[src/rtl/jpeg_stream_arbiter_pkg.sv]
// Shared types and constants for the JPEG stream arbiter.
// Optional stall watchdog is controlled by the JPEG_ARB_TIMEOUT_EN macro.
package jpeg_arb_pkg;

    typedef enum logic [1:0] {
        ARB_IDLE     = 2'd0,
        ARB_STREAM   = 2'd1,
        ARB_WAIT_END = 2'd2
    } arb_state_e;

    localparam int PIXELS_PER_BLOCK = 64;
    localparam int PIX_CNT_W        = 6;

    // Pixel count value of the final beat of an 8x8 block.
    localparam logic [PIX_CNT_W-1:0] PIX_CNT_LAST = 6'(PIXELS_PER_BLOCK - 1);

endpackage

[src/rtl/jpeg_stream_arbiter_if.sv]
// Requester-side and encoder-side handshake bundle of the JPEG stream arbiter.
// master: the arbiter itself; slave: the requesters plus encoder environment.
interface jpeg_stream_arbiter_if #(
    parameter int N_REQ  = 4,
    parameter int DATA_W = 32
);
    logic [N_REQ-1:0]        req_valid;
    logic [N_REQ*DATA_W-1:0] req_data;
    logic [N_REQ-1:0]        req_last;
    logic [N_REQ-1:0]        req_ready;
    logic                    enc_valid;
    logic [DATA_W-1:0]       enc_data;
    logic                    enc_last_block;
    logic                    enc_ready;
    logic                    enc_eof_done;

    modport master (
        input  req_valid, req_data, req_last, enc_ready, enc_eof_done,
        output req_ready, enc_valid, enc_data, enc_last_block
    );

    modport slave (
        output req_valid, req_data, req_last, enc_ready, enc_eof_done,
        input  req_ready, enc_valid, enc_data, enc_last_block
    );
endinterface

[src/rtl/jpeg_stream_arbiter_rr_pick.sv]
// Combinational round-robin picker: first valid index at or after ptr, wrapping.
module jpeg_rr_pick #(
    parameter int N = 4,
    parameter int W = 2
) (
    input  logic [N-1:0] valid,
    input  logic [W-1:0] ptr,
    output logic [W-1:0] idx,
    output logic         any
);

    // Scan from the farthest offset down so the nearest valid index wins.
    always_comb begin
        int         cand;
        logic [W-1:0] cand_w;
        cand   = 0;
        cand_w = '0;
        idx    = '0;
        any    = |valid;
        for (int off = N - 1; off >= 0; off--) begin
            cand   = int'(ptr) + off;
            cand   = (cand >= N) ? cand - N : cand;
            cand_w = W'(cand);
            idx    = valid[cand_w] ? cand_w : idx;
        end
    end

endmodule

[src/rtl/jpeg_stream_arbiter.sv]
// Frame-granular round-robin arbiter in front of a shared JPEG encoder.
// Define JPEG_ARB_TIMEOUT_EN to add the stall watchdog and timeout_err output.
module jpeg_stream_arbiter
    import jpeg_arb_pkg::*;
#(
    parameter int N_REQ          = 4,
`ifdef JPEG_ARB_TIMEOUT_EN
    parameter int TIMEOUT_CYCLES = 4096,
`endif
    parameter int DATA_W         = 32
) (
    input  logic                     clk,
    input  logic                     rst,
    jpeg_stream_arbiter_if.master    bus,
    output logic [$clog2(N_REQ)-1:0] owner,
    output logic                     busy,
`ifdef JPEG_ARB_TIMEOUT_EN
    output logic                     timeout_err,
`endif
    output logic                     frame_done
);

    localparam int OW_W = $clog2(N_REQ);

    arb_state_e           state_q, state_d;
    logic [OW_W-1:0]      owner_q, owner_d;
    logic [OW_W-1:0]      rr_q, rr_d;
    logic [PIX_CNT_W-1:0] cnt_q, cnt_d;
    logic                 last_q, last_d;
    logic                 busy_q, busy_d;
    logic                 frame_done_q, frame_done_d;

    logic [OW_W-1:0]      pick_idx_s;
    logic                 pick_any_s;
    logic [OW_W-1:0]      next_rr_s;
    logic                 own_valid_s;
    logic                 own_last_s;
    logic [DATA_W-1:0]    own_data_s;
    logic                 xfer_s;
    logic                 enc_valid_s;
    logic [DATA_W-1:0]    enc_data_s;
    logic                 enc_last_s;
    logic [N_REQ-1:0]     req_ready_s;

`ifdef JPEG_ARB_TIMEOUT_EN
    localparam int STALL_W = $clog2(TIMEOUT_CYCLES + 1);
    logic [STALL_W-1:0]   stall_q, stall_d;
    logic                 timeout_q, timeout_d;
`endif

    jpeg_rr_pick #(
        .N (N_REQ),
        .W (OW_W)
    ) u_pick (
        .valid (bus.req_valid),
        .ptr   (rr_q),
        .idx   (pick_idx_s),
        .any   (pick_any_s)
    );

    assign next_rr_s = (owner_q == OW_W'(N_REQ - 1)) ? '0 : owner_q + OW_W'(1);
    assign xfer_s    = (state_q == ARB_STREAM) && own_valid_s && bus.enc_ready;

    // Select the current owner's lane and steer the encoder's ready back to it only.
    always_comb begin
        own_valid_s = 1'b0;
        own_last_s  = 1'b0;
        own_data_s  = '0;
        req_ready_s = '0;
        for (int i = 0; i < N_REQ; i++) begin
            own_valid_s    = (owner_q == OW_W'(i)) ? bus.req_valid[i] : own_valid_s;
            own_last_s     = (owner_q == OW_W'(i)) ? bus.req_last[i] : own_last_s;
            own_data_s     = (owner_q == OW_W'(i)) ? bus.req_data[i*DATA_W +: DATA_W] : own_data_s;
            req_ready_s[i] = ((state_q == ARB_STREAM) && (owner_q == OW_W'(i))) ? bus.enc_ready : 1'b0;
        end
    end

    // Next-state and datapath control for the frame grant.
    always_comb begin
        state_d      = state_q;
        owner_d      = owner_q;
        rr_d         = rr_q;
        cnt_d        = cnt_q;
        last_d       = last_q;
        frame_done_d = 1'b0;
        enc_valid_s  = 1'b0;
        enc_data_s   = '0;
        enc_last_s   = 1'b0;
`ifdef JPEG_ARB_TIMEOUT_EN
        stall_d      = '0;
        timeout_d    = 1'b0;
`endif
        case (state_q)
            ARB_IDLE: begin
                if (pick_any_s) begin
                    owner_d = pick_idx_s;
                    state_d = ARB_STREAM;
                end else begin
                    state_d = ARB_IDLE;
                end
            end
            ARB_STREAM: begin
                enc_valid_s = own_valid_s;
                enc_data_s  = own_data_s;
                // The block's last flag is only trusted on its first beat, then held.
                enc_last_s  = (cnt_q == '0) ? own_last_s : last_q;
                if (xfer_s) begin
                    cnt_d   = cnt_q + 6'd1;
                    last_d  = (cnt_q == '0) ? own_last_s : last_q;
                    state_d = ((cnt_q == PIX_CNT_LAST) && last_q) ? ARB_WAIT_END : ARB_STREAM;
                end else begin
`ifdef JPEG_ARB_TIMEOUT_EN
                    if (!own_valid_s && (stall_q == STALL_W'(TIMEOUT_CYCLES - 1))) begin
                        timeout_d = 1'b1;
                        rr_d      = next_rr_s;
                        state_d   = ARB_IDLE;
                        cnt_d     = '0;
                        last_d    = 1'b0;
                        stall_d   = '0;
                    end else if (!own_valid_s) begin
                        stall_d = stall_q + STALL_W'(1);
                    end else begin
                        stall_d = stall_q;
                    end
`else
                    state_d = ARB_STREAM;
`endif
                end
            end
            ARB_WAIT_END: begin
                if (bus.enc_eof_done) begin
                    frame_done_d = 1'b1;
                    rr_d         = next_rr_s;
                    state_d      = ARB_IDLE;
                end else begin
                    state_d = ARB_WAIT_END;
                end
            end
            default: begin
                state_d = ARB_IDLE;
            end
        endcase
    end

    assign busy_d = (state_d != ARB_IDLE);

    // State, grant and block-position registers.
    always_ff @(posedge clk) begin
        if (rst) begin
            state_q      <= ARB_IDLE;
            owner_q      <= '0;
            rr_q         <= '0;
            cnt_q        <= '0;
            last_q       <= 1'b0;
            busy_q       <= 1'b0;
            frame_done_q <= 1'b0;
        end else begin
            state_q      <= state_d;
            owner_q      <= owner_d;
            rr_q         <= rr_d;
            cnt_q        <= cnt_d;
            last_q       <= last_d;
            busy_q       <= busy_d;
            frame_done_q <= frame_done_d;
        end
    end

`ifdef JPEG_ARB_TIMEOUT_EN
    // Stall watchdog registers.
    always_ff @(posedge clk) begin
        if (rst) begin
            stall_q   <= '0;
            timeout_q <= 1'b0;
        end else begin
            stall_q   <= stall_d;
            timeout_q <= timeout_d;
        end
    end

    assign timeout_err = timeout_q;
`endif

    assign bus.enc_valid      = enc_valid_s;
    assign bus.enc_data       = enc_data_s;
    assign bus.enc_last_block = enc_last_s;
    assign bus.req_ready      = req_ready_s;
    assign owner              = owner_q;
    assign busy               = busy_q;
    assign frame_done         = frame_done_q;

endmodule

[src/flat_wrapper.sv]
// flat-port wrapper written by rule: the top's interface ports become plain ports
module jpeg_stream_arbiter_flat import jpeg_arb_pkg::*;
#(
    parameter int N_REQ          = 4,

    parameter int DATA_W         = 32
)
  (clk, rst, owner, busy, frame_done, bus_req_valid, bus_req_data, bus_req_last, bus_enc_ready, bus_enc_eof_done, bus_req_ready, bus_enc_valid, bus_enc_data, bus_enc_last_block);
  jpeg_stream_arbiter_if #(.N_REQ(N_REQ), .DATA_W(DATA_W)) bus_i ();
  input  logic clk;
  input  logic rst;
  output logic [$clog2(N_REQ)-1:0] owner;
  output logic busy;
  output logic frame_done;
  input wire logic [$bits(bus_i.req_valid)-1:0] bus_req_valid;
  input wire logic [$bits(bus_i.req_data)-1:0] bus_req_data;
  input wire logic [$bits(bus_i.req_last)-1:0] bus_req_last;
  input wire logic [$bits(bus_i.enc_ready)-1:0] bus_enc_ready;
  input wire logic [$bits(bus_i.enc_eof_done)-1:0] bus_enc_eof_done;
  output wire logic [$bits(bus_i.req_ready)-1:0] bus_req_ready;
  output wire logic [$bits(bus_i.enc_valid)-1:0] bus_enc_valid;
  output wire logic [$bits(bus_i.enc_data)-1:0] bus_enc_data;
  output wire logic [$bits(bus_i.enc_last_block)-1:0] bus_enc_last_block;
  assign bus_i.req_valid = bus_req_valid;
  assign bus_i.req_data = bus_req_data;
  assign bus_i.req_last = bus_req_last;
  assign bus_i.enc_ready = bus_enc_ready;
  assign bus_i.enc_eof_done = bus_enc_eof_done;
  assign bus_req_ready = bus_i.req_ready;
  assign bus_enc_valid = bus_i.enc_valid;
  assign bus_enc_data = bus_i.enc_data;
  assign bus_enc_last_block = bus_i.enc_last_block;
  jpeg_stream_arbiter #(.N_REQ(N_REQ), .DATA_W(DATA_W)) u_core (.clk(clk), .rst(rst), .bus(bus_i), .owner(owner), .busy(busy), .frame_done(frame_done));
endmodule
[config.mk]
export PLATFORM = sky130hd
export DESIGN_NAME = jpeg_stream_arbiter_flat
export DESIGN_NICKNAME = d
export VERILOG_FILES = /design/src/rtl/jpeg_stream_arbiter_pkg.sv /design/src/rtl/jpeg_stream_arbiter_if.sv /design/src/rtl/jpeg_stream_arbiter_rr_pick.sv /design/src/rtl/jpeg_stream_arbiter.sv /design/src/flat_wrapper.sv
export SDC_FILE = /design/constraint.sdc
export NUM_CORES = 1
export LEC_CHECK = 0
export CAP_MARGIN = 30
export CELL_PAD_IN_SITES_DETAIL_PLACEMENT = 0
export CELL_PAD_IN_SITES_GLOBAL_PLACEMENT = 1
export CORE_MARGIN = 1.5
export CORE_UTILIZATION = 18
export DETAILED_ROUTE_END_ITERATION = 10
export PLACE_DENSITY_LB_ADDON = 0.1
export SYNTH_ARGS = -nofsm -noshare
export SYNTH_HDL_FRONTEND = slang
export SYNTH_SLANG_ARGS = --single-unit
[constraint.sdc]
create_clock -name clk -period 1.8 [get_ports clk]
set_clock_uncertainty 0.1 [all_clocks]
set_input_delay 0.27 -clock clk [delete_from_list [all_inputs] [get_ports clk]]
set_output_delay 0.27 -clock clk [all_outputs]
set_load 0.02 [all_outputs]
# Word-level counts from Yosys, hierarchy flattened
# Cells that the tools add are included.
# classes
order_cmp	8
add_sub_neg	9
bitwise	1
n_eq_ne	6
reduce_logical	16
mux	43
# op_table
operator	n
$mux 32	5
$mux 2	12
$mux 1	21
$lt 2x3->1 const B	4
$ge 3x3->1 const B	3
$bmux 1 s2	4
$sub 2x1->2 const B	4
$logic_and 1x1->1	7
$add 2x2->3 const B	2
$add 6x1->6 const B	1
$eq 2x2->1 const B	3
$eq 6x6->1 const B	1
$logic_not 6->1	1
$pmux 2 s3	1
$reduce_and 2->1	3
$eq 2x1->1 const B	2
$logic_not 2->1	2
$reduce_or 4->1	1
$add 2x1->3 const B	1
$ge 2x3->1 const B	1
$add 2x1->2 const B	1
$reduce_bool 2->1	1
$reduce_or 2->1	1
$not 1->1	1
# totals
register_bits	15
input_bits	140
word_cells	90
output_inout_bits	42

# Depth between registers and ports, before layout
# depth
ltp_word	10
mapped_depth	8
depth_no_buf	6

# Cells and area by module
# From an unflattened synthesis, not the netlist that was laid out.
# unflattened
hier_cells	345
hier_area_um2	2303.5
# by_module_without_submodules
module	cells_per_inst	instances	area_per_inst_um2	seq_area_each_um2
jpeg_stream_arbiter	332	1	2225.9	300.3
jpeg_rr_pick	13	1	77.6	0.0

# Worst setup path before layout
# Ideal clock, no wire load.
# synth_timing
path_type	register to output
from	register u_core.owner_q[0] (netlist: u_core.owner[0])
to	output bus_enc_data[22]
arrival_ns	1.894
n_path_buf	2
slack_ns	-0.464
required_ns	1.430
path_stages_with_launch	8
cell_sequence	dfxtp_1 -> inv_1 -> ha_1 -> inv_2 -> buf_2 -> buf_1 -> o211ai_1 -> a21oi_1
# synth_between
elab_chain_cells	6
elab_cells_between_ends	9
classes_between	eq/ne: 3; mux: 5; reduce/logical: 1
# synth_lines
element	line_no	source
start, declared	jpeg_stream_arbiter.sv:26	logic [OW_W-1:0] owner_q, owner_d;
start signal, assigned	jpeg_stream_arbiter.sv:159	owner_q <= owner_d;
$logic_not 2->1	jpeg_stream_arbiter.sv:73	own_data_s = (owner_q == OW_W'(i)) ? bus.req_data[i*DATA_W +: DATA_W] : own_data_s;
$mux 32 (3 in a row)	jpeg_stream_arbiter.sv:73	
$mux 32 (*)	jpeg_stream_arbiter.sv:73	
$mux 32 (*)	jpeg_stream_arbiter.sv:93	case (state_q)
end, declared	flat_wrapper.sv:22	output wire logic [$bits(bus_i.enc_data)-1:0] bus_enc_data;
# Mark *: on every way between the ends. The rest lies on a longest branch, timed or not.

# Worst setup path after layout
# layout_timing
from	register u_core.owner_q[1] (netlist: u_core.owner[1])
to	output bus_enc_last_block
# layout_between
elab_chain_cells	7
elab_cells_between_ends	10
classes_between	eq/ne: 3; mux: 6; reduce/logical: 1
# layout_lines
element	line_no	source
$logic_not 2->1	jpeg_stream_arbiter.sv:72	own_last_s = (owner_q == OW_W'(i)) ? bus.req_last[i] : own_last_s;
$mux 1 (3 in a row)	jpeg_stream_arbiter.sv:72	
$mux 1 (*)	jpeg_stream_arbiter.sv:72	
$mux 1 (*)	jpeg_stream_arbiter.sv:106	enc_last_s = (cnt_q == '0) ? own_last_s : last_q;
$mux 1 (*)	jpeg_stream_arbiter.sv:93	
end, declared	flat_wrapper.sv:23	output wire logic [$bits(bus_i.enc_last_block)-1:0] bus_enc_last_block;
# Marked as above.

==> flow_metrics.tcl <==
set metrics [dict create \
    path_class "flip-flop to output pin" \
    port_buffers 181 \
    ios 182 \
    hpwl_microns 8260 \
    die_w_microns 112 \
    syn-cell-area_sq_um 2120 \
    htreeDepth 1 \
    die_h_microns 112 \
    crit_top_cell "buf_6" \
    end_kind "output pin" \
    pwr-share-seq_pct 15.4 \
    status "finished with violations" \
    layout_common_cells "clkdlybuf4s50_1 (143), nand2_1 (100), buf_4 (68), o211ai_1 (65), a21oi_2 (33)" \
    hold_violations 0 \
    power_mw 2.30 \
    cts_max_path_buffers 2 \
    tightest_slew_ps 319 \
    gp_congestion 0.756 \
    r2r_cells 8 \
    cp-startpoint "u_core.owner[1]$_SDFFE_PP0P_" \
    globalRouteTotalUtil_pct 16.6 \
    violations "setup timing" \
    start_util_pct 18.5 \
    syn_avg_cell_area_sq_um 6.23 \
    drt_iter0_drc 176 \
    drc 0 \
    wl_met2_microns 5240 \
    areaGrowthSynthToFinish_pct 129 \
    r2r_setup_slack_ps -250 \
    path_clk_slew_ps 50 \
    postPlaceCellArea_sq_um 4610 \
    die-area_sq_um 12500 \
    synth_nets 487 \
    synth_edf_count 0 \
    drtPass1Iterations 4 \
    crit_path_top_delay_cell "dfxtp_4" \
    hold_path.class "flip-flop to flip-flop" \
    stdcell_count 693 \
    yosysSeqAreaShare_pct 14.1 \
    cts_sinks 15 \
    ant_nets 0 \
    antenna_found_initial 0 \
    crit_chain "inv_4 > buf_6 > ha_4 > buf_6 > o211ai_1 > a41oi_2 > nor2_1 > buf_4" \
    final_common_cell "clkdlybuf4s50_1" \
    wl_per_cell_microns 15.7 \
    fin_crit_sh_pct 119 \
    finalMaxSlewViolations 0 \
    holdBufCountCts 0 \
    slew-limit-headroom_pct 78.5 \
    p_leak_nw 1.83 \
    met3_length_microns 594 \
    synth-main-ff-cell "dfxtp_1" \
    cp.depth 8 \
    required_ps 1430 \
    grt_max_degree 29 \
    fin_util_pct 42.4 \
    dpl.cell_count 682 \
    clkLatencyLatePin_ps 240 \
    core_region_area_sq_um 11500 \
    fmax_mhz 468 \
    setup_viol 45 \
    finalInstanceArea_sq_um 4860 \
    fin_hold_ws_ps 437 \
    antenna_cells 0 \
    cts_inserted_buffers 3 \
    endpoint "bus_enc_last_block" \
    grt_remaining_overflow 0 \
    nNetsFinal 697 \
    layout_setup_ws_ps -335 \
    cts_root_buffer "clkbuf_16" \
    p_switching_mw 0.843 \
    rsz0062_at_grt "true" \
    rr_endpoint "u_core.cnt_q[5]$_SDFFE_PP0P_" \
    path_buf_inv 4 \
    drive_gt1_share_pct 30.4 \
    internal_power_mw 1.46 \
    grt_pass1_vias 3238 \
    switching_share_pct 36.6 \
    avgViaCountPerCell 4.75 \
    cpPeakStageDelay_ps 360 \
    cp_data_arrival_time_ps 1770 \
    routed_wl_microns 10900 \
    synth-warning-count 0 \
    p_per_area_nw_per_um2 474 \
    critPathTopFamily "buffers and inverters" \
    row_count 39 \
    drv_cap 0 \
    grt_pass1_wl_microns 17000 \
    vias 3292 \
    cp-start-kind "flip-flop" \
    crit_fanout 6 \
    peakVddDrop_uv 452 \
    highest_layer "met4" \
    pwr-share-clk_pct 18.8 \
    ys_seq_elements 15 \
    ys_types 42 \
    worstReg2RegStart "u_core.owner[1]$_SDFFE_PP0P_" \
    comb_power_share_pct 65.7 \
    netlist_instances 341 \
    cts_tree "yes" \
    period_needed_ps 2140 \
    async_reset_ff_share_pct 0 \
    wl_met1_microns 4830 \
]
[power by group through the flow]
stage	clock [mW]	combinational, mW	sequential (mW)
floorplan	0	0.699	0.372
global placement	0	1.46	0.360
CTS	0.441	1.50	0.355
finish	0.434	1.51	0.355
detailed placement	0	1.46	0.360
global route	0.467	1.63	0.356
[Yosys cell counts (2+ instances only)]
master,number,area share (%)
nor4_2,3,1.8
nor2b_1,6,1.8
mux2_1,4,2.1
inv_2,2,0.35
o211ai_1,65,23
nand2b_1,5,1.5
nand2_1,101,18
inv_1,8,1.4
nand3_1,5,1.2
nand4_1,4,1.2
a21oi_1,38,9.0
buf_1,6,1.1
clkbuf_1,17,3.0
and3_1,4,1.2
ha_1,6,3.5
o31ai_1,2,0.71
dfxtp_1,15,14
nand3b_1,2,0.71
buf_2,9,2.1
a221oi_1,2,0.82
nor3_1,3,0.71
nor2_1,14,2.5
[per-stage QoR]
step           setup TNS (ps)  setup slack, ps
4_1_cts                -10770             -333
3_3_place_gp           -19820             -531
6_report               -10170             -335
2_1_floorplan           -2.24            -2.24
3_5_place_dp           -20220             -551
5_1_grt                -14580             -427
[what timing repair did]
item / CTS / global route
gates resized for setup: 213 / 13
buffers inserted: 8 / 1
pin swaps: 22 / 12
endpoints found under the setup margin: 47 / 47
[tightest hold or removal path, delay by kind of cell (launching register included)]
| family | cells | cell delay (ps) |
|---|---|---|
| AOI/OAI and AO/OA | 1 | 120 |
| DFF | 1 | 320 |
| and+or+nand+nor | 1 | 40 |
[state kept, by name, indices dropped and copies added, names as in the netlist]
name / cells
u_core.frame_done: 1
u_core.rr_q: 2
u_core.state_q: 2
u_core.cnt_q: 6
u_core.owner: 2
u_core.busy: 1
u_core.last_q: 1
[kinds of logic after synthesis]
| logic type | count (synthesis) | synth area share (%) |
|---|---|---|
| compound gates | 122 | 40.2 |
| simple gates | 150 | 31.3 |
| buf+inv | 43 | 8.30 |
| mux | 5 | 2.59 |
| fa+ha+maj | 6 | 3.53 |
| flops | 15 | 14.1 |
[worst min-delay path by stage]
stage	from	endpoint	slack [ps]	depth (start not counted)
floorplan	u_core.rr_q[0]$_SDFFE_PP0P_	u_core.rr_q[0]$_SDFFE_PP0P_	370	2
global placement	u_core.rr_q[0]$_SDFFE_PP0P_	u_core.rr_q[0]$_SDFFE_PP0P_	410	2
detailed placement	u_core.rr_q[0]$_SDFFE_PP0P_	u_core.rr_q[0]$_SDFFE_PP0P_	430	2
CTS	u_core.rr_q[0]$_SDFFE_PP0P_	u_core.rr_q[0]$_SDFFE_PP0P_	440	2
global route	u_core.rr_q[0]$_SDFFE_PP0P_	u_core.rr_q[0]$_SDFFE_PP0P_	480	2
finish	u_core.rr_q[0]$_SDFFE_PP0P_	u_core.rr_q[0]$_SDFFE_PP0P_	440	2
[layer usage]
metal | track usage (%) | up-vias
met5 | 0 | -
met3 | 2.67 | 16
met2 | 29.3 | 123
met4 | 4.30 | 0
met1 | 21.1 | 1503
li1 | - | 1650
[layout make-up]
type / count / area [sq um]
inverter: 10 / 45.0
fill: 1213 / 6610
clock buffer: 4 / 78.8
multi-input combinational: 283 / 1960
timing repair buffer: 238 / 2280
sequential: 15 / 308
tap: 143 / 179
No activity file was read; power rests on OpenSTA's default activity.
